<file path="config.mk">
export PLATFORM = sky130hd
export DESIGN_NAME = address_decoder_ws
export DESIGN_NICKNAME = d
export VERILOG_FILES = /design/src/rtl/address_decoder_ws.sv
export SDC_FILE = /design/constraint.sdc
export NUM_CORES = 1
export LEC_CHECK = 0
export CORE_UTILIZATION = 45
export DETAILED_ROUTE_END_ITERATION = 8
export HOLD_SLACK_MARGIN = 0.03
export PLACE_DENSITY = 0.82
export SLEW_MARGIN = 20
export SYNTH_ARGS = -nofsm -noshare
export SYNTH_HDL_FRONTEND = slang
export SYNTH_SLANG_ARGS = --single-unit
export TNS_END_PERCENT = 50
</file>
<file path="constraint.sdc">
create_clock -name clk -period 2.6 [get_ports clk]
set_input_delay 0.26 -clock clk [delete_from_list [all_inputs] [get_ports clk]]
set_output_delay 0.26 -clock clk [all_outputs]
set_load 0.005 [all_outputs]
</file>
<file path="src/rtl/address_decoder_ws.sv">
// Registered memory-map decoder: priority-decodes CPU requests against a window
// table, inserts per-region wait states and completes with an ack/err pulse.

module address_decoder_ws_hit #(
    parameter int ADDR_W = 16
) (
    input  logic              en,
    input  logic [ADDR_W-1:0] base,
    input  logic [ADDR_W-1:0] limit,
    input  logic [ADDR_W-1:0] addr,
    output logic              hit
);
    // base > limit can never satisfy both bounds, so inverted windows fall out naturally
    assign hit = en && (addr >= base) && (addr <= limit);
endmodule

module address_decoder_ws #(
    parameter int ADDR_W      = 16,
    parameter int NUM_REGIONS = 8,
    parameter int WAIT_W      = 4,
    parameter int FCNT_W      = 8
) (
    input  logic                          clk,
    input  logic                          rst,
    input  logic                          cpu_req,
    input  logic [ADDR_W-1:0]             cpu_address,
    input  logic [NUM_REGIONS*ADDR_W-1:0] region_base,
    input  logic [NUM_REGIONS*ADDR_W-1:0] region_limit,
    input  logic [NUM_REGIONS*WAIT_W-1:0] region_wait,
    input  logic [NUM_REGIONS-1:0]        region_enable,
    output logic [NUM_REGIONS-1:0]        select,
    output logic                          cpu_ack,
    output logic                          cpu_err,
    output logic                          busy,
    output logic                          fault_valid,
    output logic [ADDR_W-1:0]             fault_address,
    output logic [FCNT_W-1:0]             fault_count,
    input  logic                          fault_clr
);
    localparam int IDX_W = (NUM_REGIONS > 1) ? $clog2(NUM_REGIONS) : 1;

    typedef enum logic [1:0] {S_IDLE, S_WAIT, S_DONE, S_FAULT} state_t;

    logic [NUM_REGIONS-1:0][ADDR_W-1:0] base_a, limit_a;
    logic [NUM_REGIONS-1:0][WAIT_W-1:0] wait_a;
    logic [NUM_REGIONS-1:0]             hit;
    logic                               hit_any;
    logic [IDX_W-1:0]                   win_idx;
    logic [NUM_REGIONS-1:0]             win_sel;
    logic [WAIT_W-1:0]                  win_wait;

    state_t            state;
    logic [WAIT_W-1:0] cnt;
    logic [ADDR_W-1:0] addr_q;

    assign base_a  = region_base;
    assign limit_a = region_limit;
    assign wait_a  = region_wait;

    for (genvar i = 0; i < NUM_REGIONS; i++) begin : g_region
        address_decoder_ws_hit #(.ADDR_W(ADDR_W)) u_hit (
            .en    (region_enable[i]),
            .base  (base_a[i]),
            .limit (limit_a[i]),
            .addr  (cpu_address),
            .hit   (hit[i])
        );
    end

    // Scan high to low so the lowest hitting index is the last one written
    always_comb begin
        hit_any = 1'b0;
        win_idx = '0;
        win_sel = '0;
        for (int i = NUM_REGIONS - 1; i >= 0; i--) begin
            if (hit[i]) begin
                hit_any = 1'b1;
                win_idx = IDX_W'(i);
            end
        end
        win_sel[win_idx] = hit_any;
        win_wait = wait_a[win_idx];
    end

    always_ff @(posedge clk or posedge rst) begin
        if (rst) begin
            state         <= S_IDLE;
            cnt           <= '0;
            addr_q        <= '0;
            select        <= '0;
            cpu_ack       <= 1'b0;
            cpu_err       <= 1'b0;
            busy          <= 1'b0;
            fault_valid   <= 1'b0;
            fault_address <= '0;
            fault_count   <= '0;
        end else begin
            cpu_ack <= 1'b0;
            cpu_err <= 1'b0;
            if (fault_clr && state != S_FAULT) begin
                fault_valid <= 1'b0;
                fault_count <= '0;
            end
            case (state)
                S_IDLE: begin
                    if (cpu_req) begin
                        addr_q <= cpu_address;
                        busy   <= 1'b1;
                        if (hit_any) begin
                            select <= win_sel;
                            if (win_wait != '0) begin
                                cnt   <= win_wait - 1'b1;
                                state <= S_WAIT;
                            end else begin
                                cpu_ack <= 1'b1;
                                state   <= S_DONE;
                            end
                        end else begin
                            cpu_err <= 1'b1;
                            state   <= S_FAULT;
                        end
                    end
                end
                S_WAIT: begin
                    if (cnt == '0) begin
                        cpu_ack <= 1'b1;
                        state   <= S_DONE;
                    end else begin
                        cnt <= cnt - 1'b1;
                    end
                end
                S_DONE: begin
                    select <= '0;
                    busy   <= 1'b0;
                    state  <= S_IDLE;
                end
                S_FAULT: begin
                    fault_address <= addr_q;
                    fault_valid   <= 1'b1;
                    // A clear landing on the capture cycle loses to the capture
                    if (fault_clr)
                        fault_count <= FCNT_W'(1);
                    else if (!(&fault_count))
                        fault_count <= fault_count + 1'b1;
                    busy  <= 1'b0;
                    state <= S_IDLE;
                end
                default: state <= S_IDLE;
            endcase
        end
    end
endmodule

</file>
# Word level (Yosys, flattened, before mapping)

Index checks and enable logic that the tools add are counted.

$add $sub $neg: 3
$lt $le $gt $ge: 18
Equal/unequal tests: 9
Multiplexer cells: 49
Bitwise logic cells: 1
Reductions and logical operators: 32

Operator list:

| operator                                                                      | count |
|---|---|
| 16-bit >= comparator                                                          | 8 |
| 16-bit less-or-equal comparator                                               | 8 |
| 8-bit two-way mux                                                             | 6 |
| 3-bit two-way mux                                                             | 8 |
| 4-bit two-way mux                                                             | 5 |
| 1-bit two-way mux                                                             | 19 |
| 1-bit logical AND                                                             | 18 |
| 8-bit one-hot mux with 2 select lines                                         | 1 |
| 4-bit binary-select mux with 3-bit select                                     | 1 |
| 2-bit != test (second input constant)                                         | 6 |
| 8-bit by 1-bit adder with 8-bit output (second input constant)                | 1 |
| 8-bit bitwise AND                                                             | 1 |
| 2-bit two-way mux                                                             | 4 |
| 4-bit one-hot mux with 2 select lines                                         | 1 |
| 8-bit AND reduction                                                           | 1 |
| 2-bit nonzero test                                                            | 4 |
| 4-bit by 1-bit subtractor with 4-bit output (second input constant)           | 2 |
| 2-bit one-hot mux with 3 select lines                                         | 1 |
| 2-bit AND reduction                                                           | 3 |
| 5-bit AND reduction                                                           | 1 |
| 2-bit equality test (second input constant)                                   | 2 |
| 4-bit logical NOT                                                             | 1 |
| 3-bit by 4-bit less-than comparator with 1-bit output (second input constant) | 1 |
| 1-bit one-hot mux with 2 select lines                                         | 2 |
| other kinds (7)                                                               | 7 |

Register bits after elaboration: 58
Output and inout bits: 36

# Depth between registers and ports, before layout

Gate-level depths: netlist (run 1).

Depth in word-level cells: 19
Mapped depth: 19
Gate-level depth less buffers: 17

# Hierarchy

From an unflattened synthesis (run 1), not the netlist that was laid out.

Cell total of the unflattened synthesis: 1175
Area total of the unflattened synthesis: 9197.6 µm²

Modules (own cells, without submodules):

| module                 | instances | cells an instance | area each (µm²) | sequential area each (µm²) |
|---|---|---|---|---|
| address_decoder_ws_hit | 8         | 113               | 790.8           | 0.0 |
| address_decoder_ws     | 1         | 271               | 2871.5          | 1451.4 |

# Worst setup path before layout (run 1)

Ideal clock, no wire load.

Path kind: input-to-reg
Start: input port cpu_address[0]
End: register cnt[0]
Setup time: 125 ps
Data arrival time: 3913 ps
Data required time: 2475 ps
Setup slack: -1439 ps
Stages: 16
Buffers on the path: 1
Cells stage by stage: inv_1 ha_1 nor2b_1 o211ai_2 a21boi_1 or4_1 a22oi_2 nor2_1 a211o_1 buf_6 mux2_4 a221oi_2 o21ai_1 or4_4 a21oi_4 mux2_4

Word-level cells in the longest chain between the ends: 18

Ends and longest elaborated chain:

| item                                        | line | source |
|---|---|---|
| start: declaration                          | 26   | `input logic [ADDR_W-1:0] cpu_address,` |
| 16-bit >= comparator                        | 14   | `assign hit = en && (addr >= base) && (addr <= limit);` |
| 1-bit logical AND (2 in a row)              | 14   |  |
| 3-bit two-way mux (8 in a row)              | 76   | `if (hit[i]) begin` |
| 4-bit binary-select mux with 3-bit select   | 82   | `win_wait = wait_a[win_idx];` |
| 4-bit two-way mux (not written as such)     | 82   |  |
| 4-bit by 1-bit subtractor with 4-bit output | 112  | `cnt <= win_wait - 1'b1;` |
| 4-bit two-way mux                           | 111  | `if (win_wait != '0) begin` |
| 4-bit two-way mux                           | 109  | `if (hit_any) begin` |
| 4-bit two-way mux                           | 106  | `if (cpu_req) begin` |
| 4-bit one-hot mux with 2 select lines       | 104  | `case (state)` |
| end signal: assignment                      | 112  |  |
| end signal: assignment                      | 129  | `cnt <= cnt - 1'b1;` |
| end: declaration                            | 53   | `logic [WAIT_W-1:0] cnt;` |

Parallel ways exist; a longest one is shown, timed or not. The select of a mux whose other input is x is not followed.
A chain may end at the register's enable or synchronous reset.

# Worst setup path after layout (run 1)

Start: input port cpu_address[11]
End: register cnt[0]

The elaborated chain is that of the path after synthesis.

==> results of run 1 <==
[cell families (layout without fill, tap and decap cells)]
| kind of cell | count (synthesis) | after routing | synth area share (%) |
|---|---|---|---|
| flops | 58 | 58 | 15.8 |
| mux | 30 | 30 | 3.74 |
| buf+inv | 277 | 801 | 11.4 |
| simple gates | 290 | 290 | 15.5 |
| xor+xnor | 5 | 5 | 0.478 |
| compound gates | 252 | 252 | 17.8 |
| other cells | 0 | 6 | 0 |
| fa+ha+maj | 258 | 258 | 35.2 |
[metal layers]
metal,track usage [%],vias to the layer above,part of all wire [%]
met1,40.1,5207,36
met2,66.2,683,48
li1,-,5118,-
met3,8.19,187,8.0
met5,0,-,0
met4,26.7,0,7.2
[final timing paths]
path	startpoint	endpoint	slack (ps)	depth (start not counted)
worst max-delay path	cpu_address[11]	cnt[0]	-1450	19
worst min-delay path	rst	select[3]	330	3
worst max register to register	state[1]	cnt[2]	780	6
worst min register to register	addr_q[5]	addr_q[5]	470	2
max in group asynchronous	rst	fault_address[1]	2030	3
min in group clk	cpu_address[4]	addr_q[4]	430	5
[registers in the layout, indices dropped and copies added (netlist names)]
| name | count |
|---|---|
| state | 2 |
| cnt | 4 |
| select | 8 |
| fault_address | 16 |
| addr_q | 16 |
| fault_count | 8 |
| cpu_ack | 1 |
| busy | 1 |
| cpu_err | 1 |
| fault_valid | 1 |
[area by class of cell]
class                           count  area, um^2  share of cell area, %
Clock inverter                      5         100                  0.635
Antenna cell                        6        15.0                 0.0952
Inverter                          265         998                   6.33
Clock buffer                       11         253                   1.60
Multi-Input combinational cell    835        7690                   48.8
Timing Repair Buffer              520        4920                   31.2
Sequential cell                    58        1450                   9.21
Tap cell                          265         332                   2.10
[cell usage after synthesis, types with 8 or more instances]
| library cell | number |
|---|---|
| nand3_1 | 28 |
| nand2b_1 | 13 |
| nor3_1 | 8 |
| o211ai_1 | 17 |
| mux2_2 | 22 |
| a211oi_1 | 12 |
| ha_1 | 258 |
| a21o_1 | 18 |
| inv_1 | 265 |
| nor2b_1 | 11 |
| dfrtp_1 | 58 |
| clkbuf_1 | 10 |
| a21oi_1 | 85 |
| o21ai_0 | 50 |
| nand4_1 | 33 |
| nand2_1 | 114 |
| nor4_1 | 11 |
| nor2_1 | 41 |
[power by group]
| group | switching [mW] | leakage, nW | internal [mW] |
|---|---|---|---|
| registers | 0.238 | 0.747 | 1.24 |
| clock network | 0.400 | 0.176 | 0.983 |
| logic | 1.61 | 7.09 | 1.96 |
| total | 2.25 | 8.01 | 4.19 |
[what timing repair did]
item,CTS,global route
gates resized for setup,314,51
cloned,1,0
setup buffers,43,8
hold buffers,0,0
pin swaps,86,36
endpoints found under the setup margin,16,16
[worst register-to-register path, stage by stage, from the launching register on]
cell      delay, ps
dfrtp_1         420
nand2b_1        310
mux2_2          320
inv_1            50
ha_1            200
xor2_1          160
mux2_4          260
[stage by stage]
stage | utilization [%] | power (mW) | setup TNS (ps) | area (um^2) | worst slack (ps)
after floorplan | - | 2.95 | -10120 | 9190 | -1240
after global placement | 71.0 | 4.48 | -24320 | 14000 | -2040
after detailed placement | 71.0 | 4.59 | -25960 | 14000 | -2130
after CTS | 78.6 | 6.24 | -13280 | 15500 | -1360
after global routing | 79.9 | 6.83 | -17800 | 15800 | -1640
final | 80.0 | 6.44 | -15320 | 15800 | -1450
==> summary.md, run 1 <==
| Metric | Value |
|---|---|
| Status | `finished with violations` |
| Failing checks | `setup timing` |
| Clock Path Buffers | `2` |
| First-pass GRT wire length | `59.3 mm` |
| Commonest non-fill, non-tap cells in the layout | `clkdlybuf4s50_1, inv_1, ha_1` |
| Total Routing Usage GR | `37.7%` |
| Ys flop type | `dfrtp_1` |
| Share of cells above drive strength 1 | `23.8%` |
| Per-cell routed wire length | `20.3 um` |
| Die area | `21,000 um^2` |
| Crit path kind | `in -> reg` |
| Clk root buf | `clkbuf_16` |
| Worst path most repeated cell | `buf_4` |
| Leak | `8.01 nW` |
| Critical Path Slowest Stage Cell | `or4_4` |
| Via density | `5.70` |
| CTS sink cnt | `58` |
| Total congestion overflow | `0` |
| Synth area leader | `ha_1` |
| Placer Congestion | `0.997` |
| Die Wd | `145 um` |
| Final cycle utilization of the critical path | `156%` |
| Number of library cell types mapped by synthesis | `64` |
| Req. time, crit path | `2810 ps` |
| Vias in the first global route | `11,500` |
| Post-synth EDFFs | `0` |
| WHS | `326 ps` |
| Antenna-violating nets left | `0` |
| Synthesized Nets | `1,744` |
| Type of origin of the critical path | `primary input` |
| DR vias | `11,200` |
| Area contributors post-synth | `ha_1, dfrtp_1, inv_1` |
| Pins Over Slew Limit | `0` |
| First-pass DRT Iterations | `5` |
| Top Ports | `352` |
| Initial antenna violation count | `3` |
| Htree depth | `3` |
| Core Region | `19,700 um^2` |
| Minimum clock period | `4050 ps` |
| Slew headroom | `62.2%` |
| CP max FO | `6` |
| Fin nets | `2,263` |
| Post-Place Cells | `1,891` |
| Final setup viols | `16` |
| Number of filler cells placed in the layout | `1,179` |
| Final setup margin | `-1450 ps` |
| Commonest non-fill, non-tap cell in the layout | `clkdlybuf4s50_1` |
| Layout Area Growth over Synthesis | `71.9%` |
| Final Skew | `4.47 ps` |
| Iter 0 DRT Violations | `699` |
| Tightest Pin Transition | `561 ps` |
| Synth Instances | `1,170` |
| CP peak stage delay | `530 ps` |
| DRT Wirelength | `39.9 mm` |
| Final hold vios | `0` |
| CTS tree | `built` |
| Worst-path clk slew | `50 ps` |
| Largest net degree at the start of global routing | `59` |
| Peak VDD IR | `0.433 mV` |
| Max-cap violations | `0` |
| Synthesized area per cell | `7.84 um^2` |
| Share of the synthesized area in the top cell type | `35.2%` |
| Post-Layout Cell Count | `1,965` |
| Die H | `145 um` |
| CTS buffer count | `9` |
| Detailed Place HPWL | `29.4 mm` |
| Port buffer count | `351` |
| Seq cells post-synth | `58` |
| Drt drc | `0` |
| Hold Crit Class | `in -> async` |
| Buf/Inv on CP | `5` |
| FFs w/ async S/R, synth | `100%` |
| Crit end category | `register` |
| Critical path arrival | `4260 ps` |
| CP cell instances | `buf_8 > buf_12 > buf_6 > ha_4 > nand4_1 > nor4_2 > a21bo_2 > o211ai_1 > a22oi_2 > buf_4 > buf_4 > nor2_2 > and3b_2 > a221oi_2 > a21o_1 > o2111ai_2 > or4_4 > a21oi_4 > mux2_4` |
| Cell family with most CP delay | `simple AND/OR/NAND/NOR gates` |
| Placement row count | `51` |
| Synthesized area | `9170 um^2` |
| Sequential cell area fraction in the yosys report | `15.8%` |
| Yosys Warn Count | `0` |
| Starting Density | `46.5%` |
| Maximum clock frequency | `0.247 GHz` |
| Worst-Skew Late Latency | `330 ps` |
| RSZ-0062 raised after global routing | `yes` |
| Pwr dens | `408 nW/um^2` |
Power figures use the tool's default switching activity.
==> inputs of run 2 (changes only) <==
--- a/config.mk
+++ b/config.mk
@@ -5,10 +5,10 @@
 export SDC_FILE = /design/constraint.sdc
 export NUM_CORES = 1
 export LEC_CHECK = 0
-export CORE_UTILIZATION = 45
+export CORE_UTILIZATION = 42
 export DETAILED_ROUTE_END_ITERATION = 8
 export HOLD_SLACK_MARGIN = 0.03
-export PLACE_DENSITY = 0.82
+export PLACE_DENSITY = 0.8
 export SLEW_MARGIN = 20
 export SYNTH_ARGS = -nofsm -noshare
 export SYNTH_HDL_FRONTEND = slang
==> constraint.sdc (replaced) <==
create_clock -name clk -period 3.7 [get_ports clk]
set_input_delay 0.37 -clock clk [delete_from_list [all_inputs] [get_ports clk]]
set_output_delay 0.37 -clock clk [all_outputs]
set_load 0.005 [all_outputs]
==> summary.md, run 2 (same netlist as run 1, synthesis figures left out) <==
| Metric | Value |
|---|---|
| Antenna-violating nets left | `0 (unchanged)` |
| Final hold vios | `0 (unchanged)` |
| CTS buffer count | `9 (unchanged)` |
| First element of the critical path | `region_base[63]` |
| Placement row count | `53 (+3.9%)` |
| DR vias | `11,400 (+1.8%)` |
| Drt drc | `0 (unchanged)` |
| Number of filler cells placed in the layout | `1,392 (+18%)` |
| Met2 WL post-DR | `20.1 mm (+3.8%)` |
| RSZ-0062 raised after global routing | `yes` |
| Vias in the first global route | `11,500 (-0.39%)` |
| Iter 0 DRT Violations | `639 (-8.6%)` |
| Via density | `5.76 (+1.1%)` |
| FF+latch area | `1450 um^2 (unchanged)` |
| Met3 WL | `3.77 mm (+18%)` |
| Post-Route M1 WL | `15.4 mm (+6.7%)` |
| Post-Place Cells | `1,897 (+0.32%)` |
| Commonest non-fill, non-tap cell in the layout | `clkdlybuf4s50_1` |
| Clock Path Buffers | `2 (unchanged)` |
| Clk root buf | `clkbuf_16` |
| Leak | `8.12 nW (+1.3%)` |
| Peak VDD IR | `0.239 mV (-45%)` |
| Dpl ws | `-1210 ps (+917 ps)` |
| DRT Wirelength | `42.9 mm (+7.7%)` |
| Detailed Place HPWL | `29.0 mm (-1.4%)` |
| Tightest Pin Transition | `820 ps (+259 ps)` |
| Worst Hold Depth | `2` |
| Maximum clock frequency | `0.231 GHz` |
| R2r worst-path depth | `5 (-1)` |
| First-pass GRT wire length | `59.5 mm (+0.36%)` |
| CP max FO | `4 (-2)` |
| Post-CTS Hold Buffers | `0 (unchanged)` |
| Layout Utilization | `75.7% (-4.2 points)` |
| Die Wd | `150 um (+3.5%)` |
| Critical path arrival | `4530 ps (+270 ps)` |
| Commonest non-fill, non-tap cells in the layout | `clkdlybuf4s50_1, inv_1, ha_1` |
| Total Routing Usage GR | `35.0% (-2.8 points)` |
| CTS tree | `built` |
| Fin nets | `2,266 (+0.13%)` |
| Status | `finished with violations` |
| Hold Crit Class | `reg -> reg` |
| RR Startpoint | `state[1]` |
| Htree depth | `3 (unchanged)` |
| Largest net degree at the start of global routing | `39 (-34%)` |
| Crit end category | `register` |
| Final setup viols | `7 (-9)` |
| Layout Area Growth over Synthesis | `75.3%` |
| Max-cap violations | `0 (unchanged)` |
| Worst-Skew Late Latency | `330 ps (about the same)` |
| Core Region | `21,200 um^2 (+7.6%)` |
| Pins Over Slew Limit | `0 (unchanged)` |
| First-pass DRT Iterations | `7 (+2)` |
| Final cycle utilization of the critical path | `117%` |
| Failing checks | `setup timing` |
| DR top layer | `met4` |
| Placer Congestion | `0.946 (-5.2%)` |
| Top Ports | `352 (unchanged)` |
| Crit path kind | `in -> reg` |
| Die H | `150 um (+3.5%)` |
| Initial antenna violation count | `7 (+4)` |
| Hold Path Sink | `addr_q[6]` |
| Final Skew | `7.65 ps (+3.18 ps)` |
| Pwr dens | `274 nW/um^2 (-33%)` |
| Post-Layout Cell Count | `1,979 (+0.71%)` |
| R2r setup slk | `1630 ps (+850 ps)` |
| Starting Density | `43.2% (-3.3 points)` |
| Port buffer count | `351 (unchanged)` |
| Req. time, crit path | `3900 ps (+1090 ps)` |
| Worst-path clk slew | `50 ps (about the same)` |
| CTS sink cnt | `58 (unchanged)` |
| Multi-input logic area | `7830 um^2 (+1.8%)` |
| Type of origin of the critical path | `primary input` |
| Minimum clock period | `4330 ps` |
| Share of cells above drive strength 1 | `24.5% (+0.61 points)` |
| Final setup margin | `-630 ps (+825 ps)` |
| Die area | `22,400 um^2 (+7.0%)` |
| Biggest regs | `addr_q: 16 flops, fault_address: 16 flops` |
| Slew headroom | `45.3% (-17 points)` |
| Per-cell routed wire length | `21.7 um (+6.9%)` |
| Reg-to-Reg End | `fault_count[5]` |
| HP Start | `addr_q[6]` |
| Total congestion overflow | `0 (unchanged)` |
==> run 2: cell types whose count changed in the layout (fill, tap and decap cells not counted), sizes merged, moves of 2 or more <==
cell,change
dlymetal6s2s,+6
clkdlybuf4s50,-5
buf,-4
bufinv,-3
clkbuf,+3
clkinvlp,+3
bufbuf,+2
clkdlybuf4s15,+2
dlygate4sd2,-2
==> run 2: area by class of cell <==
class / instances / share of cell area (%)
well taps: 275 / 2.14
inverters: 265 / 6.21
flip-flops and latches: 58 / 9.03
diodes: 7 / 0.109
clock buffers: 10 / 1.49
multi-input cells: 835 / 48.7
repair buffers: 523 / 32.0
clock inverters: 6 / 0.257
==> run 2: where the power goes <==
| part | total, mW | internal [mW] | leakage, nW | switching (mW) |
|---|---|---|---|---|
| clock network | 0.764 | 0.470 | 0.131 | 0.294 |
| logic | 2.61 | 1.43 | 7.24 | 1.18 |
| registers | 1.02 | 0.871 | 0.747 | 0.154 |
==> run 2: layer usage <==
metal	vias to the layer above	global-route usage, %
li1	5134	-
met1	5260	38.1
met2	725	60.4
met3	278	7.93
met4	0	23.6
met5	-	0
==> run 2: worst max-delay path by stage <==
stage | to | cells after the start
global placement | cnt[0] | 16
detailed placement | cnt[2] | 16
CTS | cnt[2] | 16
global route | cnt[2] | 17
floorplan | cnt[0] | 16
finish | cnt[2] | 17
==> run 2: critical path: stages <==
cell             delay, ps
clkdlybuf4s50_1        530
inv_1                  120
ha_4                   300
nand4_1                170
a211oi_2               280
o21ai_1                150
a22oi_2                210
buf_6                  150
nor2_2                  50
a211o_4                370
buf_6                  140
mux2_4                 290
o211ai_1               180
o211ai_1               130
or4_4                  570
a21oi_4                200
mux2_4                 320
==> run 2: metrics by stage <==
stage / power, mW / hold WS [ps] / TNS, ps / instance area, um^2
detailed placement: 3.23 / 458 / -12020 / 14000
floorplan: 2.07 / 440 / -569 / 9190
CTS: 4.18 / 471 / -2410 / 15500
global route: 4.67 / 487 / -6110 / 16100
finish: 4.40 / 471 / -4010 / 16100
global placement: 3.15 / 454 / -10620 / 14000
==> run 2: timing repair <==
action	CTS	global route
pin swaps	88	62
hold endpoints to repair	0	0
cloned	5	0
endpoints found under the setup margin	15	15
resized for setup	287	110
setup buffers	42	15
==> inputs of run 3 (changes only) <==
--- a/config.mk
+++ b/config.mk
@@ -7,9 +7,9 @@
 export LEC_CHECK = 0
 export CORE_UTILIZATION = 42
 export DETAILED_ROUTE_END_ITERATION = 8
+export GPL_TIMING_DRIVEN = 0
 export HOLD_SLACK_MARGIN = 0.03
 export PLACE_DENSITY = 0.8
-export SLEW_MARGIN = 20
 export SYNTH_ARGS = -nofsm -noshare
 export SYNTH_HDL_FRONTEND = slang
 export SYNTH_SLANG_ARGS = --single-unit
==> summary.md, run 3 (same netlist as run 1, synthesis figures left out) <==
| Metric | Value |
|---|---|
| Total Routing Usage GR | `33.8% (-1.1 points)` |
| Worst Setup EP | `cnt[0]` |
| Biggest regs | `addr_q: 16 flops, fault_address: 16 flops` |
| Antenna-violating nets left | `0 (unchanged)` |
| Fin nets | `2,185 (-3.6%)` |
| Top Ports | `352 (unchanged)` |
| Number of filler cells placed in the layout | `1,437 (+3.2%)` |
| Critical path arrival | `4300 ps (-230 ps)` |
| Die Wd | `150 um (unchanged)` |
| CP cell instances | `dlygate4sd2_1 > inv_2 > ha_4 > nand4_1 > nor4_1 > nand2_1 > o31a_1 > a31oi_4 > nand2b_1 > a211o_1 > buf_6 > mux2_4 > a221oi_4 > o21ai_2 > or4_4 > a21oi_4 > mux2_4` |
| CTS sink cnt | `58 (unchanged)` |
| Peak VDD IR | `0.237 mV (-0.91%)` |
| CP peak stage delay | `550 ps (-20 ps)` |
| RR Startpoint | `state[1]` |
| Commonest non-fill, non-tap cells in the layout | `clkdlybuf4s50_1, inv_1, ha_1` |
| First-pass GRT wire length | `57.9 mm (-2.7%)` |
| RSZ-0062 raised after global routing | `yes` |
| Layout Area Growth over Synthesis | `68.8%` |
| Critical Path Slowest Stage Cell | `or4_4` |
| Final cycle utilization of the critical path | `111% (-6.4 points)` |
| DRT Wirelength | `38.6 mm (-10%)` |
| Dpl ws | `-2300 ps (-1090 ps)` |
| First-pass DRT Iterations | `6 (-1)` |
| Minimum clock period | `4090 ps (-238 ps)` |
| Final setup margin | `-393 ps (+238 ps)` |
| Crit path kind | `in -> reg` |
| DR vias | `10,600 (-6.8%)` |
| Drt drc | `0 (unchanged)` |
| CP max FO | `5 (+1)` |
| Worst path most repeated cell | `mux2_4` |
| Final setup viols | `7 (unchanged)` |
| Die area | `22,400 um^2 (unchanged)` |
| Hold Crit Class | `in -> reg` |
| R2r setup slk | `1780 ps (+150 ps)` |
| Core Region | `21,200 um^2 (unchanged)` |
| Final Skew | `4.40 ps (-3.25 ps)` |
| Total congestion overflow | `0 (unchanged)` |
| Setup_tns | `-2090 ps (+1930 ps)` |
| CTS buffer count | `9 (unchanged)` |
| Max-cap violations | `0 (unchanged)` |
| Slew headroom | `60.4% (+15 points)` |
| Crit end category | `register` |
| Detailed Place HPWL | `25.2 mm (-13%)` |
| First element of the critical path | `region_limit[122]` |
| Share of cells above drive strength 1 | `22.6% (-1.9 points)` |
| Per-cell routed wire length | `20.3 um (-6.5%)` |
| Final hold vios | `0 (unchanged)` |
| Reg-to-Reg End | `fault_address[2]` |
| Type of origin of the critical path | `primary input` |
| Clock Path Buffers | `2 (unchanged)` |
| Starting Density | `43.2% (unchanged)` |
| Worst-path clk slew | `50 ps (about the same)` |
| Htree depth | `3 (unchanged)` |
| Port buffer count | `350 (-0.28%)` |
| Placer Congestion | `0.895 (-5.3%)` |
| Commonest non-fill, non-tap cell in the layout | `clkdlybuf4s50_1` |
| Failing checks | `setup timing` |
| Initial antenna violation count | `11 (+4)` |
| Iter 0 DRT Violations | `549 (-14%)` |
| R2r worst-path depth | `4 (-1)` |
| Largest net degree at the start of global routing | `33 (-15%)` |
| Worst-Skew Late Latency | `330 ps (about the same)` |
| Clk root buf | `clkbuf_16` |
| Pwr dens | `283 nW/um^2 (+3.5%)` |
| Placement row count | `53 (unchanged)` |
| Vias in the first global route | `11,200 (-2.3%)` |
| Status | `finished with violations` |
| Maximum clock frequency | `0.244 GHz (+5.8%)` |
| Pins Over Slew Limit | `0 (unchanged)` |
| Tightest Pin Transition | `593 ps (-227 ps)` |
| CTS tree | `built` |
| Req. time, crit path | `3910 ps (about the same)` |
| Die H | `150 um (unchanged)` |
| Leak | `7.60 nW (-6.3%)` |
| Via density | `5.58 (-3.2%)` |
run 3: cell types whose count changed in the layout (fill, tap and decap cells not counted), sizes merged:
cell,previous run,this run
inv,265,264
clkdlybuf4s50,266,242
clkbuf,14,21
dlymetal6s2s,14,2
bufinv,0,2
bufbuf,3,0
buf,183,111
diode,7,13
dlygate4sd2,45,65
clkinvlp,4,1
clkdlybuf4s15,8,13
run 3: power breakdown:
part / internal, mW / leakage, nW / total (mW) / switching, mW
clock network: 0.625 / 0.163 / 0.908 / 0.283
logic: 1.34 / 6.69 / 2.46 / 1.12
registers: 0.871 / 0.747 / 1.02 / 0.150
total: 2.83 / 7.60 / 4.38 / 1.55
run 3: layout make-up:
cell class	count	area, um^2	area share (%)
multi-input combinational	835	7990	51.6
timing repair buffer	432	4280	27.6
sequential	58	1450	9.38
inverter	265	1000	6.47
tap	275	344	2.22
clock buffer	12	256	1.66
clock inverter	4	73.8	0.477
buffer	10	45.0	0.291
antenna	13	32.5	0.210
run 3: worst min-delay path by stage:
stage,to,start,cells past startpoint,slack [ps]
2_1_floorplan,addr_q[10],addr_q[10],2,440
3_3_place_gp,addr_q[12],addr_q[12],2,450
3_5_place_dp,addr_q[12],addr_q[12],2,460
4_1_cts,addr_q[12],cpu_address[12],3,360
5_1_grt,addr_q[4],cpu_address[4],3,360
6_report,addr_q[12],cpu_address[12],3,360
run 3: metal layers:
| layer | vias to the layer above | global-route usage [%] | routed length [um] |
|---|---|---|---|
| met5 | - | 0 | 0 |
| met3 | 202 | 6.74 | 2920 |
| li1 | 4985 | - | - |
| met2 | 543 | 60.1 | 18700 |
| met1 | 4889 | 35.8 | 14000 |
| met4 | 0 | 23.5 | 2910 |
run 3: per-stage QoR:
| step | cells | util (%) | area (um^2) | hold WS (ps) | power (mW) |
|---|---|---|---|---|---|
| 2_1_floorplan | 1170 | - | 9190 | 440 | 2.07 |
| 3_3_place_gp | 1795 | 61.4 | 13000 | 454 | 2.94 |
| 3_5_place_dp | 1796 | 61.5 | 13100 | 458 | 3.03 |
| 4_1_cts | 1882 | 71.8 | 15200 | 356 | 4.26 |
| 5_1_grt | 1903 | 72.9 | 15500 | 357 | 4.66 |
| 6_report | 1904 | 72.9 | 15500 | 356 | 4.38 |
run 3: repair_timing:
item                                    4_1_cts  5_1_grt
buffers inserted                             71        9
gates cloned                                  1        0
hold buffers                                  0        0
resized for setup                           496       33
endpoints found under the setup margin       16        7
pin swaps                                   149       19
run 3: worst max-delay path: cells and delay by family:
kind,cells,cell delay [ps]
AO/OA/AOI/OAI,6,1280
adder cells (fa/ha/maj),1,280
buffers and inverters,3,420
multiplexers,2,620
AND/OR/NAND/NOR,5,1330
